==> config.mk <==
export PLATFORM = sky130hd
export DESIGN_NAME = player_input
export DESIGN_NICKNAME = d
export VERILOG_FILES = /design/src/rtl/player_input.sv
export SDC_FILE = /design/constraint.sdc
export NUM_CORES = 1
export LEC_CHECK = 0
export BUFFER_PORTS_ARGS = -buffer_cell sky130_fd_sc_hd__buf_4
export CAP_MARGIN = 40
export CORE_ASPECT_RATIO = 0.8
export CORE_UTILIZATION = 50
export CTS_BUF_LIST = sky130_fd_sc_hd__clkbuf_8 sky130_fd_sc_hd__clkbuf_16
export DETAILED_ROUTE_END_ITERATION = 12
export GPL_ROUTABILITY_DRIVEN = 0
export PLACE_DENSITY = 0.76
export SLEW_MARGIN = 0
export SYNTH_ARGS = -nofsm -noshare
export SYNTH_HDL_FRONTEND = slang
export SYNTH_SLANG_ARGS = --single-unit
==> constraint.sdc <==
create_clock -name clk -period 4.9 [get_ports clk]
set_clock_uncertainty 0.15 [all_clocks]
set_input_delay 0.49 -clock clk [delete_from_list [all_inputs] [get_ports clk]]
set_output_delay 0.49 -clock clk [all_outputs]
set_load 0.03 [all_outputs]
==> src/rtl/player_input.sv <==
// player_input: debounces active-low keys into levels and press pulses, captures moves with valid/ack.
// Optional auto-repeat of press pulses while held: define PLAYER_INPUT_REPEAT_EN.
module player_input #(
  parameter int NUM_KEYS = 4,
  parameter int DB_CYCLES = 500000,
  parameter int CNT_W = 25,
  parameter int REPEAT_CYCLES = 25000000
) (
  input  logic                clk,
  input  logic                rst,
  input  logic [NUM_KEYS-1:0] key_n,
  input  logic [1:0]          sw_move,
  output logic [NUM_KEYS-1:0] key_level,
  output logic [NUM_KEYS-1:0] key_press,
  output logic                move_valid,
  output logic [1:0]          move_sel,
  input  logic                move_ack,
  output logic                cancel_pulse
);
  localparam logic [0:0] IDLE = 1'b0;
  localparam logic [0:0] PEND = 1'b1;
  localparam logic [CNT_W-1:0] DB_MAX = CNT_W'(DB_CYCLES - 1);
  logic [NUM_KEYS-1:0] sync1, sync2, level_nxt, rise;
  logic [1:0] sw1, sw2;
  logic [0:0] state;
  for (genvar i = 0; i < NUM_KEYS; i++) begin : g_key
    logic s, hit, rep;
    logic [CNT_W-1:0] cnt;
    assign s = ~sync2[i];
    assign hit = s != key_level[i] && cnt == DB_MAX;
    assign level_nxt[i] = hit ? s : key_level[i];
    always_ff @(posedge clk or posedge rst)
      if (rst) cnt <= '0;
      else cnt <= (s == key_level[i] || hit) ? '0 : cnt + 1'b1;
`ifdef PLAYER_INPUT_REPEAT_EN
    localparam logic [CNT_W-1:0] RP_MAX = CNT_W'(REPEAT_CYCLES - 1);
    logic [CNT_W-1:0] rcnt;
    // only counts while the key stays held across the edge, so a release never fires a stray repeat
    assign rep = key_level[i] && level_nxt[i] && rcnt == RP_MAX;
    always_ff @(posedge clk or posedge rst)
      if (rst) rcnt <= '0;
      else rcnt <= (key_level[i] && level_nxt[i] && !rep) ? rcnt + 1'b1 : '0;
`else
    assign rep = 1'b0;
`endif
    assign rise[i] = (level_nxt[i] & ~key_level[i]) | rep;
  end
  always_ff @(posedge clk or posedge rst)
    if (rst) begin
      sync1 <= '1;
      sync2 <= '1;
      sw1 <= 2'b00;
      sw2 <= 2'b00;
      key_level <= '0;
      key_press <= '0;
      state <= IDLE;
      move_valid <= 1'b0;
      move_sel <= 2'b00;
      cancel_pulse <= 1'b0;
    end else begin
      sync1 <= key_n;
      sync2 <= sync1;
      sw1 <= sw_move;
      sw2 <= sw1;
      key_level <= level_nxt;
      key_press <= rise;
      cancel_pulse <= state == PEND && !move_ack && key_press[1];
      if (state == IDLE && key_press[0]) begin
        state <= PEND;
        move_valid <= 1'b1;
        move_sel <= sw2;
      end else if (state == PEND && (move_ack || key_press[1])) begin
        state <= IDLE;
        move_valid <= 1'b0;
      end
    end
endmodule
# Word-level counts from Yosys, hierarchy flattened
# Index checks and enable logic that the tools add are counted.
# word_totals
word_cells,67
in_bits,9
output_inout_bits,12
memories,0
reg_bits,124
rom_bits,0
ramBits,0
latchBits,0
# classes
shifts,0
n_div,0
n_eq_ne,12
n_mul,0
n_addsub,4
reduce_logical,15
order_cmp,0
n_mux,10
bitwise_logic,13
# ops
cell,n
$add 25x1->25 const B,4
$eq 25x19->1 const B,4
$mux 25,4
$not 1->1,9
$logic_and 1x1->1,8
$mux 1,6
$logic_or 1x1->1,5
$and 1x1->1,4
$eq 1x1->1,4
$ne 1x1->1,4
$reduce_bool 2->1,1
$logic_not 1->1,1

# Logic depth before layout (Yosys ltp)
# Gate-level depths: netlist (run 1).
# logic_depth
depth_word,5
mapped_depth,6
depth_no_buf,5

# Worst setup path after synthesis (run 1)
# Ideal clock, no wire load.
# synth_path
kind,register to register
start,reg g_key[3].cnt[0]
end,reg g_key[3].cnt[18]
arrival_time_ps,2057
slack_ps,2615
stages_incl_launch_ff,7
n_path_buf,1
required_ps,4672
synth_period_minus_slack_ps,2285
setup_time_ps,78
path_cell_list,dfrtp_1 -> ha_1 -> nand4_4 -> or4_4 -> buf_6 -> or4_1 -> a21oi_1
# synth_via
elab_chain_len,4
elab_cells_between_ends,5
cone_classes,1 x add/sub; 1 x eq/ne; 1 x mux; 2 x reduce/logical
# synth_rtl
item,line,text
"start, declared",28,logic [CNT_W-1:0] cnt;
"start signal, assigned",34,else cnt <= (s == key_level[i] || hit) ? '0 : cnt + 1'b1;
"parallel branches: the longest is 3 deep, another holds $add 25x1->25",n/a,
$mux 25 (*),34,
# Every way passes the cells marked *.
# A chain may end at the register's enable or synchronous reset.

# Final worst setup path (run 1)
# layout_path
start,reg g_key[1].cnt[8]
end,reg g_key[1].cnt[7]
# layout_via
elab_chain_len,4
# layout_rtl
item,line,text
"start, declared",28,
"start signal, assigned",34,
$eq 25x19->1,30,assign hit = s != key_level[i] && cnt == DB_MAX;
$logic_and 1x1->1,30,
$logic_or 1x1->1,34,
$mux 25,34,
# Every way passes these cells.

==> results.sh, run 1 <==
export IMPL_io_pins=21
export IMPL_drc=0
export IMPL_synth_area_mm2=0.00585
export IMPL_worstPathMaxFanout=14
export IMPL_layout_setup_ws_ns=2.28
export IMPL_arrival_ns=2.76
export IMPL_fin_crit_ns=2.62
export IMPL_clk_pin_slew_ns=0.06
export IMPL_clock_sinks=124
export IMPL_status="finished, final reports clean"
export IMPL_ys_types=35
export IMPL_crit_path_cell_trace="nor4bb_1, nand4_1, o31ai_2, buf_4, nor2_1"
export IMPL_cts_tree="done"
export IMPL_p_leak_nw=2.65
export IMPL_synth_warnings=0
export IMPL_final_common_cell="dfrtp_1"
export IMPL_antenna_left=0
export IMPL_syn_to_final_growth_pct=16.4
export IMPL_post_cts_setup_buffer_count=0
export IMPL_dieArea_mm2=0.0121
export IMPL_worst_hold_path_type="in -> reg"
export IMPL_synthesis_nets=604
export IMPL_cp_required_ns=5.04
export IMPL_place_ws_ns=2.44
export IMPL_nNetsFinal=631
export IMPL_start_util_pct=52.5
export IMPL_rsz0062_at_grt="no"
export IMPL_clockBufferDepth=2
export IMPL_max_slew_margin_pct=40.7
export IMPL_drv_slew=0
export IMPL_maxCapViolations=0
export IMPL_fillerInstances=910
export IMPL_startpoint_type="flop"
export IMPL_final_util_pct=61.1
export IMPL_r2r_slack_ns=2.28
export IMPL_cts_root_buf="clkbuf_16"
export IMPL_most_common_layout_cells="116 x dfrtp_1, 66 x nor2_1, 42 x xnor2_1"
export IMPL_die_h_um=98.7
export IMPL_synth_seq_cells=124
export IMPL_final_cell_count_no_fill=775
export IMPL_grt_pass1_wl_um=21000
export IMPL_num_rows=34
export IMPL_critPathSlowestCell="o31ai_2"
export IMPL_crit_type="reg -> reg"
export IMPL_timing_fmax_mhz=382
export IMPL_drt_pass1_iter_count=5
export IMPL_setup_violations_final=0
export IMPL_overflow=0
export IMPL_dp_cells=742
export IMPL_path_buf_inv=1
export IMPL_multiInputGateArea_mm2=0.00258
export IMPL_grtUsageTotal_pct=22.3
export IMPL_cts_buffers=17
export IMPL_syn_inst=591
export IMPL_period_share_pct=53.4
export IMPL_cpLargestDelayFamily="compound AO/OA/AOI/OAI gates"
export IMPL_seq_area_mm2=0.00311
export IMPL_critPathMaxStageDelay_ns=0.78
export IMPL_die_w_um=123
export IMPL_via_per_inst=5.86
export IMPL_dpl_hpwl_um=7950
export IMPL_end_kind="flop"
export IMPL_clk_latency_ns=0.41
export IMPL_drt_iter0_drc=448
export IMPL_antenna_found_initial=0
export IMPL_power_density_mw_per_mm2=353
export IMPL_fin_tns_setup_ns=0
export IMPL_tightest_slew_ns=0.884
export IMPL_hold_viol=0
export IMPL_grt_pass1_vias=4513
export IMPL_vias=4539
export IMPL_h_tree_depth=4
export IMPL_drt_total_wl_um=12200
export IMPL_syn_avg_cell_area_um2=9.90
export IMPL_peakVddDrop_uv=256
export IMPL_drive_above_1_share_pct=12.5
export IMPL_portBuffers=20
export IMPL_post_drt_wl_per_cell_um=15.7
export IMPL_n_antenna_cell=0
export IMPL_grt_max_degree=56
export IMPL_core_mm2=0.0111
export IMPL_yosysSeqAreaShare_pct=53.2
## layer usage
metal	GRT usage (%)	up-vias	part of all wire [%]
met5	0	-	0
met4	9.10	0	1.6
met2	35.8	97	49
met3	5.03	18	3.3
met1	29.2	2237	46
li1	-	2187	-
## metrics by stage
stage | area (um^2) | power, mW | hold WS (ns)
final | 6810 | 2.41 | 0.0301
after global routing | 6810 | 2.48 | 0.0143
after CTS | 6810 | 2.42 | 0.0160
after detailed placement | 6190 | 1.13 | 0.198
after global placement | 6160 | 1.13 | 0.187
after floorplan | 5850 | 1.11 | 0.181
## final timing paths
path,startpoint,endpoint,cells after the start
max in group asynchronous,rst,sync1[3]$_DFF_PP1_,5
hold reg to reg,sync1[3]$_DFF_PP1_,sync2[3]$_DFF_PP1_,0
setup / recovery,g_key[1].cnt[8]$_DFF_PP0_,g_key[1].cnt[7]$_DFF_PP0_,5
min in group asynchronous,rst,state$_DFFE_PP0P_,3
setup reg to reg,g_key[1].cnt[8]$_DFF_PP0_,g_key[1].cnt[7]$_DFF_PP0_,5
hold / removal,key_n[2],sync1[2]$_DFF_PP1_,1
## power by group
part / internal (mW) / leakage, nW / switching, mW / total [mW]
combinational: 0.0196 / 0.672 / 0.0424 / 0.0620
clock: 0.835 / 0.297 / 0.457 / 1.29
sequential: 1.04 / 1.69 / 0.0125 / 1.05
total: 1.89 / 2.65 / 0.512 / 2.41
## synth_stat cells
| cell | count | area share, % |
|---|---|---|
| nor4b_1 | 4 | 0.60 |
| nor3b_1 | 4 | 0.51 |
| nand4_4 | 1 | 0.36 |
| nor4bb_1 | 2 | 0.34 |
| buf_6 | 1 | 0.19 |
| nand4_1 | 27 | 2.9 |
| or4_4 | 1 | 0.19 |
| or4_1 | 24 | 3.1 |
| inv_1 | 26 | 1.7 |
| dfstp_2 | 8 | 3.6 |
| or4b_1 | 1 | 0.17 |
| and2_1 | 1 | 0.11 |
| and3_1 | 5 | 0.53 |
| or3_1 | 26 | 2.8 |
| or2_2 | 6 | 0.64 |
| dfrtp_1 | 116 | 50 |
| nand3_1 | 26 | 2.2 |
| and3b_1 | 1 | 0.15 |
| nor2b_1 | 1 | 0.11 |
| nor4_1 | 21 | 2.2 |
| xnor2_1 | 42 | 6.3 |
| clkbuf_1 | 16 | 1.0 |
| ha_1 | 4 | 0.86 |
| buf_2 | 2 | 0.17 |
| a21oi_1 | 40 | 3.4 |
| and4_1 | 4 | 0.60 |
| xor2_1 | 14 | 2.1 |
| mux2i_1 | 3 | 0.51 |
| o41ai_1 | 1 | 0.15 |
| o21ai_0 | 25 | 2.1 |
| nand2_1 | 35 | 2.2 |
| nor2_1 | 66 | 4.2 |
| nor3_1 | 15 | 1.3 |
| o31ai_1 | 20 | 2.6 |
| mux2_2 | 2 | 0.38 |
## sequential cells by signal, summed over array words and instances, names as in the netlist
name          cells
key_level         4
move_sel          2
cancel_pulse      1
g_key.cnt       100
key_press         4
state             1
sync2             4
sw2               2
sw1               2
sync1             4
## area by class of cell
class | count | area share [%]
sequential | 124 | 45.7
multi-input combinational | 422 | 37.9
clock buffer | 20 | 6.85
timing repair buffer | 27 | 3.31
tap | 144 | 2.65
clock inverter | 12 | 2.15
inverter | 26 | 1.47
## what timing repair did
| action | in CTS | in global routing |
|---|---|---|
| hold buffers | 1 | 0 |
| endpoints found under the hold margin | 29 | 0 |
| resized for setup | 0 | 0 |
## cells by family after synthesis
logic type,Yosys count,share of synthesized area [%]
buffers and inverters,45,3.06
flip-flops,124,53.2
AND/OR/NAND/NOR,271,25.3
multiplexers,5,0.898
adder cells (fa/ha/maj),4,0.856
XOR/XNOR,56,8.39
AO/OA/AOI/OAI,86,8.28
No activity file was read; power rests on OpenSTA's default activity.
==> run 2, diff against run 1 <==
- ABC_AREA: not set -> 1
- PLACE_DENSITY: 0.76 -> 0.78
- clock period: 4.9 -> 2.28 ns (I/O delays scaled with it)
==> results.sh, run 2 <==
export IMPL_drt_pass1_iter_count=5
export IMPL_syn_inst=928
export IMPL_peakVddDrop_uv=571
export IMPL_dieArea_mm2=0.0139
export IMPL_maxCapViolations=0
export IMPL_worst_hold_path_type="reg -> reg"
export IMPL_crit_path_cell_trace="ha_1, nand2_1, nor2_1, nand3_1, nor2_1, nand2_1, nand2_2, nor2_1"
export IMPL_status="finished, final reports clean"
export IMPL_period_share_pct=87.2
export IMPL_dpl_hpwl_um=10000
export IMPL_portBuffers=20
export IMPL_synth_area_leaders="dfrtp_1 43%, nand2_1 16%, nor2_1 15%, xor2_1 5.4%, inv_1 4.8%"
export IMPL_num_rows=37
export IMPL_clock_sinks=124
export IMPL_grt_pass1_wl_um=25000
export IMPL_crit_path_frequent_cell="nor2_1"
export IMPL_timing_fmax_mhz=503
export IMPL_finalHoldWorstSlack_ns=0.203
export IMPL_end_kind="flop"
export IMPL_cts_resized=0
export IMPL_path_depth=8
export IMPL_cts_buffers=17
export IMPL_vias=5751
export IMPL_overflow=0
export IMPL_cts_tree="done"
export IMPL_rsz0062_at_grt="no"
export IMPL_core_mm2=0.0130
export IMPL_synth_area_mm2=0.00671
export IMPL_final_cell_count_no_fill=1158
export IMPL_final_util_pct=59.4
export IMPL_holdPathStages=0
export IMPL_io_pins=21
export IMPL_synth_warnings=0
export IMPL_yosysSeqAreaShare_pct=46.4
export IMPL_antenna_left=0
export IMPL_drc=0
export IMPL_post_cts_setup_buffer_count=0
export IMPL_p_leak_nw=3.17
export IMPL_syn_to_final_growth_pct=14.7
export IMPL_tightest_slew_ns=0.486
export IMPL_synthesis_nets=941
export IMPL_max_slew_margin_pct=67.5
export IMPL_fin_crit_ns=1.99
export IMPL_synth_seq_cells=124
export IMPL_post_drt_wl_per_cell_um=12.4
export IMPL_clockBufferDepth=2
export IMPL_path_buf_inv=0
export IMPL_layout_setup_ws_ns=0.291
export IMPL_synthFlopType="dfrtp_1"
export IMPL_rr_worst_depth=8
export IMPL_dp_cells=1118
export IMPL_crit_type="reg -> reg"
export IMPL_hold_viol=0
export IMPL_arrival_ns=2.10
export IMPL_cpLargestDelayFamily="simple AND/OR/NAND/NOR gates"
export IMPL_nNetsFinal=983
export IMPL_final_common_cell="nand2_1"
export IMPL_clk_latency_ns=0.41
export IMPL_cts_root_buf="clkbuf_16"
export IMPL_drt_iter0_drc=437
export IMPL_grt_pass1_vias=5480
export IMPL_synth_top_cells_by_count="282 x nand2_1, 269 x nor2_1, 116 x dfrtp_1"
export IMPL_fin_tns_setup_ns=0
export IMPL_yosysMostFrequentCell="nand2_1"
export IMPL_drive_above_1_share_pct=8.24
export IMPL_die_h_um=106
export IMPL_fillerInstances=1171
export IMPL_die_w_um=132
export IMPL_drv_slew=0
export IMPL_n_antenna_cell=0
export IMPL_ys_types=28
export IMPL_synth_top_cell_by_area="dfrtp_1"
export IMPL_synth_edff_count=0
export IMPL_place_ws_ns=0.302
export IMPL_grtUsageTotal_pct=22.6
export IMPL_power_density_mw_per_mm2=649
export IMPL_synth_top_area_share_pct=43.3
export IMPL_syn_avg_cell_area_um2=7.23
export IMPL_most_common_layout_cells="282 x nand2_1, 269 x nor2_1, 116 x dfrtp_1"
export IMPL_drt_total_wl_um=14400
export IMPL_ys_async_sr_fraction_pct=100
export IMPL_regMostFlops="g_key.cnt"
export IMPL_antenna_found_initial=0
export IMPL_largest_reg_flops=100
export IMPL_via_per_inst=4.97
export IMPL_cp_required_ns=2.40
export IMPL_worstPathMaxFanout=25
export IMPL_startpoint_type="flop"
export IMPL_h_tree_depth=4
export IMPL_cts_hold_buf=8
export IMPL_grt_max_degree=73
export IMPL_start_util_pct=51.8
export IMPL_critPathMaxStageDelay_ns=0.42
export IMPL_critPathSlowestCell="dfrtp_1"
export IMPL_clk_pin_slew_ns=0.06
export IMPL_setup_violations_final=0
[run 2: path summary, 6_finish.rpt]
kind / from / to / slack (ns)
worst max-delay path: g_key[3].cnt[0]$_DFF_PP0_ / g_key[3].cnt[5]$_DFF_PP0_ / 0.29
worst min-delay path: sw1[0]$_DFF_PP0_ / sw2[0]$_DFF_PP0_ / 0.20
worst max register to register: g_key[3].cnt[0]$_DFF_PP0_ / g_key[3].cnt[5]$_DFF_PP0_ / 0.29
worst min register to register: sw1[0]$_DFF_PP0_ / sw2[0]$_DFF_PP0_ / 0.20
max in group asynchronous: rst / sync1[3]$_DFF_PP1_ / 1.22
min in group asynchronous: rst / g_key[0].cnt[23]$_DFF_PP0_ / 0.37
[run 2: where the power goes]
group          switching, mW  internal [mW]  total, mW
Combinational         0.0953         0.0479      0.143
Sequential            0.0265           2.24       2.26
Clock                   1.03           1.56       2.59
Total                   1.15           3.84       5.00
[run 2: area by class of cell]
cell class	instances	area (um^2)	area share, %
clock buffer	19	453	5.88
clock inverter	13	118	1.53
inverter	86	327	4.24
multi-input combinational	710	3190	41.4
sequential	124	3110	40.4
tap	175	219	2.84
timing repair buffer	31	278	3.61
[run 2: through the flow]
stage | cell area, um^2 | power [mW]
after floorplan | 6720 | 2.40
after global placement | 7050 | 2.43
after detailed placement | 7050 | 2.44
after CTS | 7700 | 5.04
after global routing | 7700 | 5.16
final | 7700 | 5.00
[run 2: cell families after synthesis]
| group | synth area share, % |
|---|---|
| and+or+nand+nor | 37.3 |
| muxes | 0.336 |
| xor gates and xnor gates | 7.57 |
| AOI/OAI and AO/OA | 1.60 |
| adders and majority gates | 0.746 |
| DFF | 46.4 |
| buffers and inverters | 6.08 |
[run 2: layer usage]
metal	track usage [%]	vias up	wire length, um
li1	-	2902	-
met1	31.5	2682	7140
met2	34.7	150	6270
met3	5.10	17	765
met4	7.89	0	186
met5	0	-	0
